--- src/rtl/fft_reorder_if.sv ---
// fft_reorder_if: sample stream bus for the 32-point FFT output reorder buffer.
// The input side carries bit-reversed butterfly samples, the output side carries
// natural-order bins with their index and a frame-start marker.
interface fft_reorder_if #(
    parameter int DW = 17
) ();
    logic                 valid_i;
    logic signed [DW-1:0] data_in_r;
    logic signed [DW-1:0] data_in_i;
    logic                 valid_o;
    logic signed [DW-1:0] data_out_r;
    logic signed [DW-1:0] data_out_i;
    logic [4:0]           index_o;
    logic                 frame_start_o;

    // Producer of samples / consumer of reordered bins
    modport master (
        output valid_i, data_in_r, data_in_i,
        input  valid_o, data_out_r, data_out_i, index_o, frame_start_o
    );

    // The reorder buffer itself
    modport slave (
        input  valid_i, data_in_r, data_in_i,
        output valid_o, data_out_r, data_out_i, index_o, frame_start_o
    );
endinterface

--- src/rtl/fft_reorder.sv ---
// fft_reorder: 32-point bit-reversed to natural-order reorder buffer.
// Two complex banks ping-pong: one is filled at bitrev5(wr_cnt) while the
// other is streamed out at addresses 0..31. Bin 0 leaves on the cycle after
// the last sample of a frame is accepted; frames may run back to back.
// Optional feature macro: FFT_REORDER_SCALE_EN (1/N scaling, round-half-up).
module fft_reorder #(
    parameter int DW = 17
) (
    input  logic           clk,
    input  logic           rst_n,
    fft_reorder_if.slave   bus
);
    typedef enum logic {R_IDLE, R_OUT} rstate_t;

    function automatic logic [4:0] f_bitrev(input logic [4:0] a);
        return {a[0], a[1], a[2], a[3], a[4]};
    endfunction

    function automatic logic signed [DW-1:0] f_scale(input logic signed [DW-1:0] x);
`ifdef FFT_REORDER_SCALE_EN
        logic signed [DW:0] t;
        t = {x[DW-1], x} + (DW+1)'(16);
        return DW'(t >>> 5);
`else
        return x;
`endif
    endfunction

    // Bank storage; contents are never reset because only completed frames are read.
    logic signed [DW-1:0] r_mem_r [2][32];
    logic signed [DW-1:0] r_mem_i [2][32];

    logic [4:0] r_wr_cnt;
    logic       r_wr_bank;
    logic [1:0] r_ready;
    rstate_t    r_state, w_state_nx;
    logic       r_rd_bank, w_rd_bank_nx;
    logic [4:0] r_idx, w_idx_nx;
    logic       w_load, w_start;
    logic       w_frame_done, w_avail, w_start_bank;
    logic [1:0] w_rdy_set, w_rdy_clr;

    assign w_frame_done = bus.valid_i && (r_wr_cnt == 5'd31);
    assign w_avail      = w_frame_done || (|r_ready);
    // An older pending bank is served before the one completing this edge.
    assign w_start_bank = r_ready[0] ? 1'b0 : (r_ready[1] ? 1'b1 : r_wr_bank);
    assign w_rdy_set    = w_frame_done ? (2'b01 << r_wr_bank) : 2'b00;
    assign w_rdy_clr    = w_start ? (2'b01 << w_start_bank) : 2'b00;

    // Store accepted samples at their bit-reversed address in the write bank.
    always_ff @(posedge clk) begin
        if (bus.valid_i) begin
            r_mem_r[r_wr_bank][f_bitrev(r_wr_cnt)] <= bus.data_in_r;
            r_mem_i[r_wr_bank][f_bitrev(r_wr_cnt)] <= bus.data_in_i;
        end
    end

    // Write counter, bank toggle and ready flags.
    always_ff @(posedge clk or negedge rst_n) begin
        if (!rst_n) begin
            r_wr_cnt  <= '0;
            r_wr_bank <= 1'b0;
            r_ready   <= '0;
        end else begin
            if (bus.valid_i) begin
                r_wr_cnt <= r_wr_cnt + 5'd1;
                if (w_frame_done) r_wr_bank <= ~r_wr_bank;
            end
            r_ready <= (r_ready | w_rdy_set) & ~w_rdy_clr;
        end
    end

    // Read FSM next state: pick the next address to present, or go idle.
    always_comb begin
        w_state_nx   = r_state;
        w_rd_bank_nx = r_rd_bank;
        w_idx_nx     = r_idx;
        w_load       = 1'b0;
        w_start      = 1'b0;
        case (r_state)
            R_IDLE: begin
                if (w_avail) begin
                    w_state_nx   = R_OUT;
                    w_start      = 1'b1;
                    w_load       = 1'b1;
                    w_rd_bank_nx = w_start_bank;
                    w_idx_nx     = 5'd0;
                end
            end
            R_OUT: begin
                if (r_idx != 5'd31) begin
                    w_load   = 1'b1;
                    w_idx_nx = r_idx + 5'd1;
                end else if (w_avail) begin
                    w_start      = 1'b1;
                    w_load       = 1'b1;
                    w_rd_bank_nx = w_start_bank;
                    w_idx_nx     = 5'd0;
                end else begin
                    w_state_nx = R_IDLE;
                end
            end
            default: w_state_nx = R_IDLE;
        endcase
    end

    // Read FSM state and read pointer registers.
    always_ff @(posedge clk or negedge rst_n) begin
        if (!rst_n) begin
            r_state   <= R_IDLE;
            r_rd_bank <= 1'b0;
            r_idx     <= '0;
        end else begin
            r_state   <= w_state_nx;
            r_rd_bank <= w_rd_bank_nx;
            r_idx     <= w_idx_nx;
        end
    end

    // Registered outputs; data and index hold their last value between frames.
    always_ff @(posedge clk or negedge rst_n) begin
        if (!rst_n) begin
            bus.valid_o       <= 1'b0;
            bus.frame_start_o <= 1'b0;
            bus.data_out_r    <= '0;
            bus.data_out_i    <= '0;
            bus.index_o       <= '0;
        end else if (w_load) begin
            bus.valid_o       <= 1'b1;
            bus.frame_start_o <= (w_idx_nx == 5'd0);
            bus.data_out_r    <= f_scale(r_mem_r[w_rd_bank_nx][w_idx_nx]);
            bus.data_out_i    <= f_scale(r_mem_i[w_rd_bank_nx][w_idx_nx]);
            bus.index_o       <= w_idx_nx;
        end else begin
            bus.valid_o       <= 1'b0;
            bus.frame_start_o <= 1'b0;
        end
    end
endmodule

--- src/flat_wrapper.sv ---
// flat-port wrapper written by rule: the top's interface ports become plain ports
module fft_reorder_flat 
#(
    parameter int DW = 17
)
  (clk, rst_n, bus_valid_i, bus_data_in_r, bus_data_in_i, bus_valid_o, bus_data_out_r, bus_data_out_i, bus_index_o, bus_frame_start_o);
  fft_reorder_if #(.DW(DW)) bus_i ();
  input  logic clk;
  input  logic rst_n;
  input wire logic [$bits(bus_i.valid_i)-1:0] bus_valid_i;
  input wire logic [$bits(bus_i.data_in_r)-1:0] bus_data_in_r;
  input wire logic [$bits(bus_i.data_in_i)-1:0] bus_data_in_i;
  output wire logic [$bits(bus_i.valid_o)-1:0] bus_valid_o;
  output wire logic [$bits(bus_i.data_out_r)-1:0] bus_data_out_r;
  output wire logic [$bits(bus_i.data_out_i)-1:0] bus_data_out_i;
  output wire logic [$bits(bus_i.index_o)-1:0] bus_index_o;
  output wire logic [$bits(bus_i.frame_start_o)-1:0] bus_frame_start_o;
  assign bus_i.valid_i = bus_valid_i;
  assign bus_i.data_in_r = bus_data_in_r;
  assign bus_i.data_in_i = bus_data_in_i;
  assign bus_valid_o = bus_i.valid_o;
  assign bus_data_out_r = bus_i.data_out_r;
  assign bus_data_out_i = bus_i.data_out_i;
  assign bus_index_o = bus_i.index_o;
  assign bus_frame_start_o = bus_i.frame_start_o;
  fft_reorder #(.DW(DW)) u_core (.clk(clk), .rst_n(rst_n), .bus(bus_i));
endmodule
--- config.mk ---
export PLATFORM = sky130hd
export DESIGN_NAME = fft_reorder_flat
export DESIGN_NICKNAME = d
export VERILOG_FILES = /design/src/rtl/fft_reorder_if.sv /design/src/rtl/fft_reorder.sv /design/src/flat_wrapper.sv
export SDC_FILE = /design/constraint.sdc
export NUM_CORES = 2
export LEC_CHECK = 0
export ABC_AREA = 1
export BUFFER_PORTS_ARGS = -buffer_cell sky130_fd_sc_hd__buf_2
export CORE_MARGIN = 5
export CORE_UTILIZATION = 40
export DETAILED_ROUTE_END_ITERATION = 10
export PLACE_DENSITY_LB_ADDON = 0.05
export SYNTH_ARGS = -nofsm -noshare
export SYNTH_HDL_FRONTEND = slang
export SYNTH_SLANG_ARGS = --single-unit
--- constraint.sdc ---
create_clock -name clk -period 11.8 [get_ports clk]
set_input_delay 0.59 -clock clk [delete_from_list [all_inputs] [get_ports clk]]
set_output_delay 0.59 -clock clk [all_outputs]
set_load 0.02 [all_outputs]
==> metrics.txt <==
# TYPE chip_impl_metric gauge
chip_impl_info{name="run_status",value="finished, final reports clean"} 1
chip_impl_metric{name="timing.max_slew.rel_slack",unit=""} 0.238
chip_impl_metric{name="worst-path-max-fanout",unit=""} 118
chip_impl_metric{name="chipHeight",unit="µm"} 500
chip_impl_metric{name="synth_seq_area_share",unit=""} 0.696
chip_impl_metric{name="max-clock-path-buffers",unit=""} 4
chip_impl_metric{name="die_x",unit="µm"} 500
chip_impl_info{name="grt_setup_unrepaired",value="false"} 1
chip_impl_metric{name="final_period_minus_worst_setup_slack",unit="ns"} 6.34
chip_impl_metric{name="synth_simple_gate_area_frac",unit=""} 0.230
chip_impl_info{name="clock_tree_from_tritoncts",value="done"} 1
chip_impl_metric{name="multiplexer_fraction_of_the_synthesized_cell_area",unit=""} 0
chip_impl_metric{name="setup_tns",unit="ns"} 0
chip_impl_metric{name="wirelength",unit="µm"} 329000
chip_impl_metric{name="required",unit="ns"} 12.63
chip_impl_metric{name="io_pins",unit=""} 78
chip_impl_metric{name="source_to_sink_clock_delay_at_the_later_pin_of_the_worst_skew_pair",unit="ns"} 0.90
chip_impl_metric{name="detail_route.first_pass.iterations",unit=""} 7
chip_impl_metric{name="xor_and_xnor_area_share_after_synthesis",unit=""} 0.000274
chip_impl_metric{name="finalHoldViolations",unit=""} 0
chip_impl_metric{name="max_cap_violations",unit=""} 0
chip_impl_metric{name="yosys_warnings",unit=""} 0
chip_impl_metric{name="detailedPlacementHpwl",unit="µm"} 157000
chip_impl_metric{name="grt_start_max_net_pins",unit=""} 178
chip_impl_metric{name="layout.nets",unit=""} 8585
chip_impl_metric{name="number_of_core_rows",unit=""} 179
chip_impl_metric{name="post-route-period-util",unit=""} 0.537
chip_impl_metric{name="vias_in_the_first_global_route",unit=""} 62400
chip_impl_metric{name="path_clk_slew",unit="ns"} 0.06
chip_impl_metric{name="drive_above_1_share",unit=""} 0.0787
chip_impl_metric{name="grt_use_met3",unit=""} 0.0294
chip_impl_metric{name="critPathArrivalTime",unit="ns"} 7.17
chip_impl_metric{name="adder_cell_fraction_of_synth_area",unit=""} 0.00117
chip_impl_metric{name="route.detailed.wl_per_inst",unit="µm"} 27.7
chip_impl_metric{name="final_core_util",unit=""} 0.452
chip_impl_metric{name="htree_num_levels",unit=""} 5
chip_impl_metric{name="synth_seq_cells",unit=""} 2231
chip_impl_metric{name="postCtsSetupRepairBufs",unit=""} 0
chip_impl_metric{name="global_route.usage.met1",unit=""} 0.363
chip_impl_metric{name="power.density",unit="nW/µm²"} 265
chip_impl_info{name="min_path_type",value="in2reg"} 1
chip_impl_metric{name="cts_repair_resize_count",unit=""} 0
chip_impl_metric{name="timing_max_transition_violations_final",unit=""} 0
chip_impl_metric{name="setup-violations-final",unit=""} 0
chip_impl_metric{name="cts_made_buffers",unit=""} 276
chip_impl_metric{name="global_route.overflow_total",unit=""} 0
chip_impl_info{name="synth_top_family_by_area",value="simple AND/OR/NAND/NOR gates"} 1
chip_impl_metric{name="start_util",unit=""} 0.403
chip_impl_metric{name="layout.cell_area.non_filler",unit="µm²"} 108000
chip_impl_metric{name="antenna_violating_nets_post_route",unit=""} 0
chip_impl_metric{name="core_area",unit="µm²"} 238000
chip_impl_info{name="critical_path_class",value="reg2reg"} 1
chip_impl_metric{name="clock-sinks",unit=""} 2231
chip_impl_info{name="ctsRootBufferMaster",value="sky130_fd_sc_hd__clkbuf_16"} 1
chip_impl_metric{name="first_pass_grt_wire_length",unit="µm"} 468000
chip_impl_metric{name="syn-cell-area",unit="µm²"} 95900
chip_impl_metric{name="average_footprint_of_a_synthesized_cell",unit="µm²"} 11.2
chip_impl_metric{name="place.gp.congestion",unit=""} 0.778
chip_impl_metric{name="grt_antenna_before_repair",unit=""} 14
chip_impl_metric{name="compound_cell_area_share_of_the_yosys_netlist",unit=""} 0.0133
chip_impl_metric{name="dieArea",unit="µm²"} 250000
chip_impl_metric{name="dpl_cell_area",unit="µm²"} 99800
chip_impl_metric{name="cts_hold_repair.buffers",unit=""} 2
chip_impl_metric{name="post_synth_net_total",unit=""} 8594
chip_impl_metric{name="global_route.usage.met2",unit=""} 0.428
chip_impl_info{name="critPathCaptureType",value="flip-flop"} 1
chip_impl_metric{name="max_clock_freq",unit="GHz"} 0.158
chip_impl_metric{name="area.growth.synth_to_final",unit="%"} 12.3
chip_impl_metric{name="synth.lib_cells_used.distinct",unit=""} 32
chip_impl_metric{name="worst_clock_skew",unit="ns"} 0.0439
chip_impl_info{name="global_route.peak_usage_layer",value="met2"} 1
chip_impl_metric{name="total_leakage_power",unit="µW"} 0.0409
chip_impl_metric{name="max_slew.worst_pin.slew",unit="ns"} 1.14
chip_impl_metric{name="vias",unit=""} 64700
chip_impl_info{name="critical_path.startpoint_type",value="flip-flop"} 1
chip_impl_metric{name="peakVddDrop",unit="mV"} 0.317
chip_impl_metric{name="drtIter0Drc",unit=""} 6486
chip_impl_metric{name="grt_use_total",unit=""} 0.258
chip_impl_metric{name="syn-instance-count",unit=""} 8548
chip_impl_metric{name="route.detailed.vias_per_inst",unit=""} 5.44
chip_impl_metric{name="detail_route.drc_violations",unit=""} 0
chip_impl_metric{name="number_of_buffers_added_on_ports",unit=""} 77
[worst paths after layout]
check,startpoint,to,slack (ns),cells after the start
setup / recovery,u_core.r_idx[0],u_core.bus.data_out_r[13],5.46,22
hold / removal,bus_valid_i,u_core.r_wr_cnt[1],0.06,3
setup reg to reg,u_core.r_idx[0],u_core.bus.data_out_r[13],5.46,22
hold reg to reg,u_core.bus.data_out_r[13],u_core.bus.data_out_r[13],0.49,2
max in group asynchronous,rst_n,u_core.r_wr_bank,10.24,3
min in group asynchronous,rst_n,u_core.bus.index_o[3],0.23,2
[cells by family after synthesis]
kind of cell	Yosys count
DFF	2231
AOI/OAI and AO/OA	218
adders and majority gates	9
and+or+nand+nor	4694
buffers and inverters	1393
xor gates and xnor gates	3
[layout by cell type, fill, tap and decap left out, types with 56 or more instances in the layout]
master / instances
sky130_fd_sc_hd__clkbuf_16: 283
sky130_fd_sc_hd__buf_2: 76
sky130_fd_sc_hd__nor2_1: 148
sky130_fd_sc_hd__o211ai_1: 68
sky130_fd_sc_hd__edfxtp_1: 2176
sky130_fd_sc_hd__nand3_1: 1475
sky130_fd_sc_hd__inv_1: 825
sky130_fd_sc_hd__nand3b_1: 661
sky130_fd_sc_hd__buf_4: 183
sky130_fd_sc_hd__a21oi_1: 136
sky130_fd_sc_hd__nand2_1: 2328
sky130_fd_sc_hd__clkinv_1: 56
sky130_fd_sc_hd__clkbuf_1: 85
[per-layer routing]
| metal | wire, µm | share of wire | up-vias |
|---|---|---|---|
| met5 | 13 | 0.000039 | - |
| met4 | 9070 | 0.028 | 2 |
| met3 | 18300 | 0.056 | 441 |
| met2 | 156000 | 0.47 | 2166 |
| met1 | 146000 | 0.44 | 32900 |
| li1 | - | - | 29300 |
[worst max-delay path: stages, from the launching register on]
cell                      delay [ns]
sky130_fd_sc_hd__dfrtp_1        0.49
sky130_fd_sc_hd__ha_1           0.26
sky130_fd_sc_hd__nand2_1        0.09
sky130_fd_sc_hd__nor2_1         0.05
sky130_fd_sc_hd__ha_1           0.19
sky130_fd_sc_hd__inv_2          0.08
sky130_fd_sc_hd__nand2_4        0.11
sky130_fd_sc_hd__nand2_2        0.17
sky130_fd_sc_hd__nand2_8        0.59
sky130_fd_sc_hd__nand2_8        0.88
sky130_fd_sc_hd__buf_4          0.73
sky130_fd_sc_hd__buf_4          0.75
sky130_fd_sc_hd__buf_4          0.69
sky130_fd_sc_hd__nand2_1        0.13
sky130_fd_sc_hd__nand2_1        0.11
sky130_fd_sc_hd__nand2_1        0.05
sky130_fd_sc_hd__nand3_1        0.11
sky130_fd_sc_hd__nand3_1        0.10
sky130_fd_sc_hd__nand2_1        0.09
sky130_fd_sc_hd__nand3_1        0.11
sky130_fd_sc_hd__nand2_1        0.12
sky130_fd_sc_hd__nand2_1        0.06
sky130_fd_sc_hd__nand2_1        0.08
[cell type report]
class                           instances  area (µm²)
Sequential cell                      2231       66700
Tap cell                             3167        3960
Fill cell                           22100      131000
Clock buffer                          369        7410
Antenna cell                            6        15.0
Multi-Input combinational cell       4924       23900
Timing Repair Buffer                  273        2010
Clock inverter                         97         531
Inverter                              833        3150
[Yosys cell counts, drive strengths merged]
cell / count / area share
a21oi: 137 / 0.0072
a31o: 1 / 0.000091
buf: 354 / 0.019
clkbuf: 206 / 0.0081
clkinv: 2 / 0.000078
dfrtp: 55 / 0.014
edfxtp: 2176 / 0.68
ha: 9 / 0.0012
inv: 831 / 0.033
nand2: 2336 / 0.092
nand3: 1477 / 0.077
nand3b: 661 / 0.052
nand4: 3 / 0.00020
nor2: 161 / 0.0065
nor3: 56 / 0.0029
o211ai: 68 / 0.0053
o21a: 1 / 0.000078
o21ai: 10 / 0.00060
o22ai: 1 / 0.000065
xor2: 3 / 0.00027
[registers in the layout (all words and copies together) (netlist names), 2 cells and up]
name	cells
u_core.bus.data_out_i	17
u_core.bus.data_out_r	17
u_core.bus.index_o	5
u_core.r_idx	5
u_core.r_mem_i	1088
u_core.r_mem_r	1088
u_core.r_ready	2
u_core.r_wr_cnt	5
[power by group]
part | total [µW] | internal, µW | switching [µW]
logic | 11600 | 2800 | 8780
clock network | 7680 | 4470 | 3220
registers | 9310 | 9080 | 237
[metrics by stage]
step | hold slack (ns) | power [µW] | worst slack, ns | std cells
5_1_grt | 0.0602 | 30100 | 5.07 | 11900
2_1_floorplan | 0.294 | 16400 | 7.72 | 8548
3_5_place_dp | 0.474 | 21200 | 5.50 | 11400
6_report | 0.0595 | 28600 | 5.46 | 11900
4_1_cts | 0.00750 | 28900 | 5.49 | 11900
3_3_place_gp | 0.464 | 21200 | 5.50 | 11400
(Power assumes the default switching activity.)
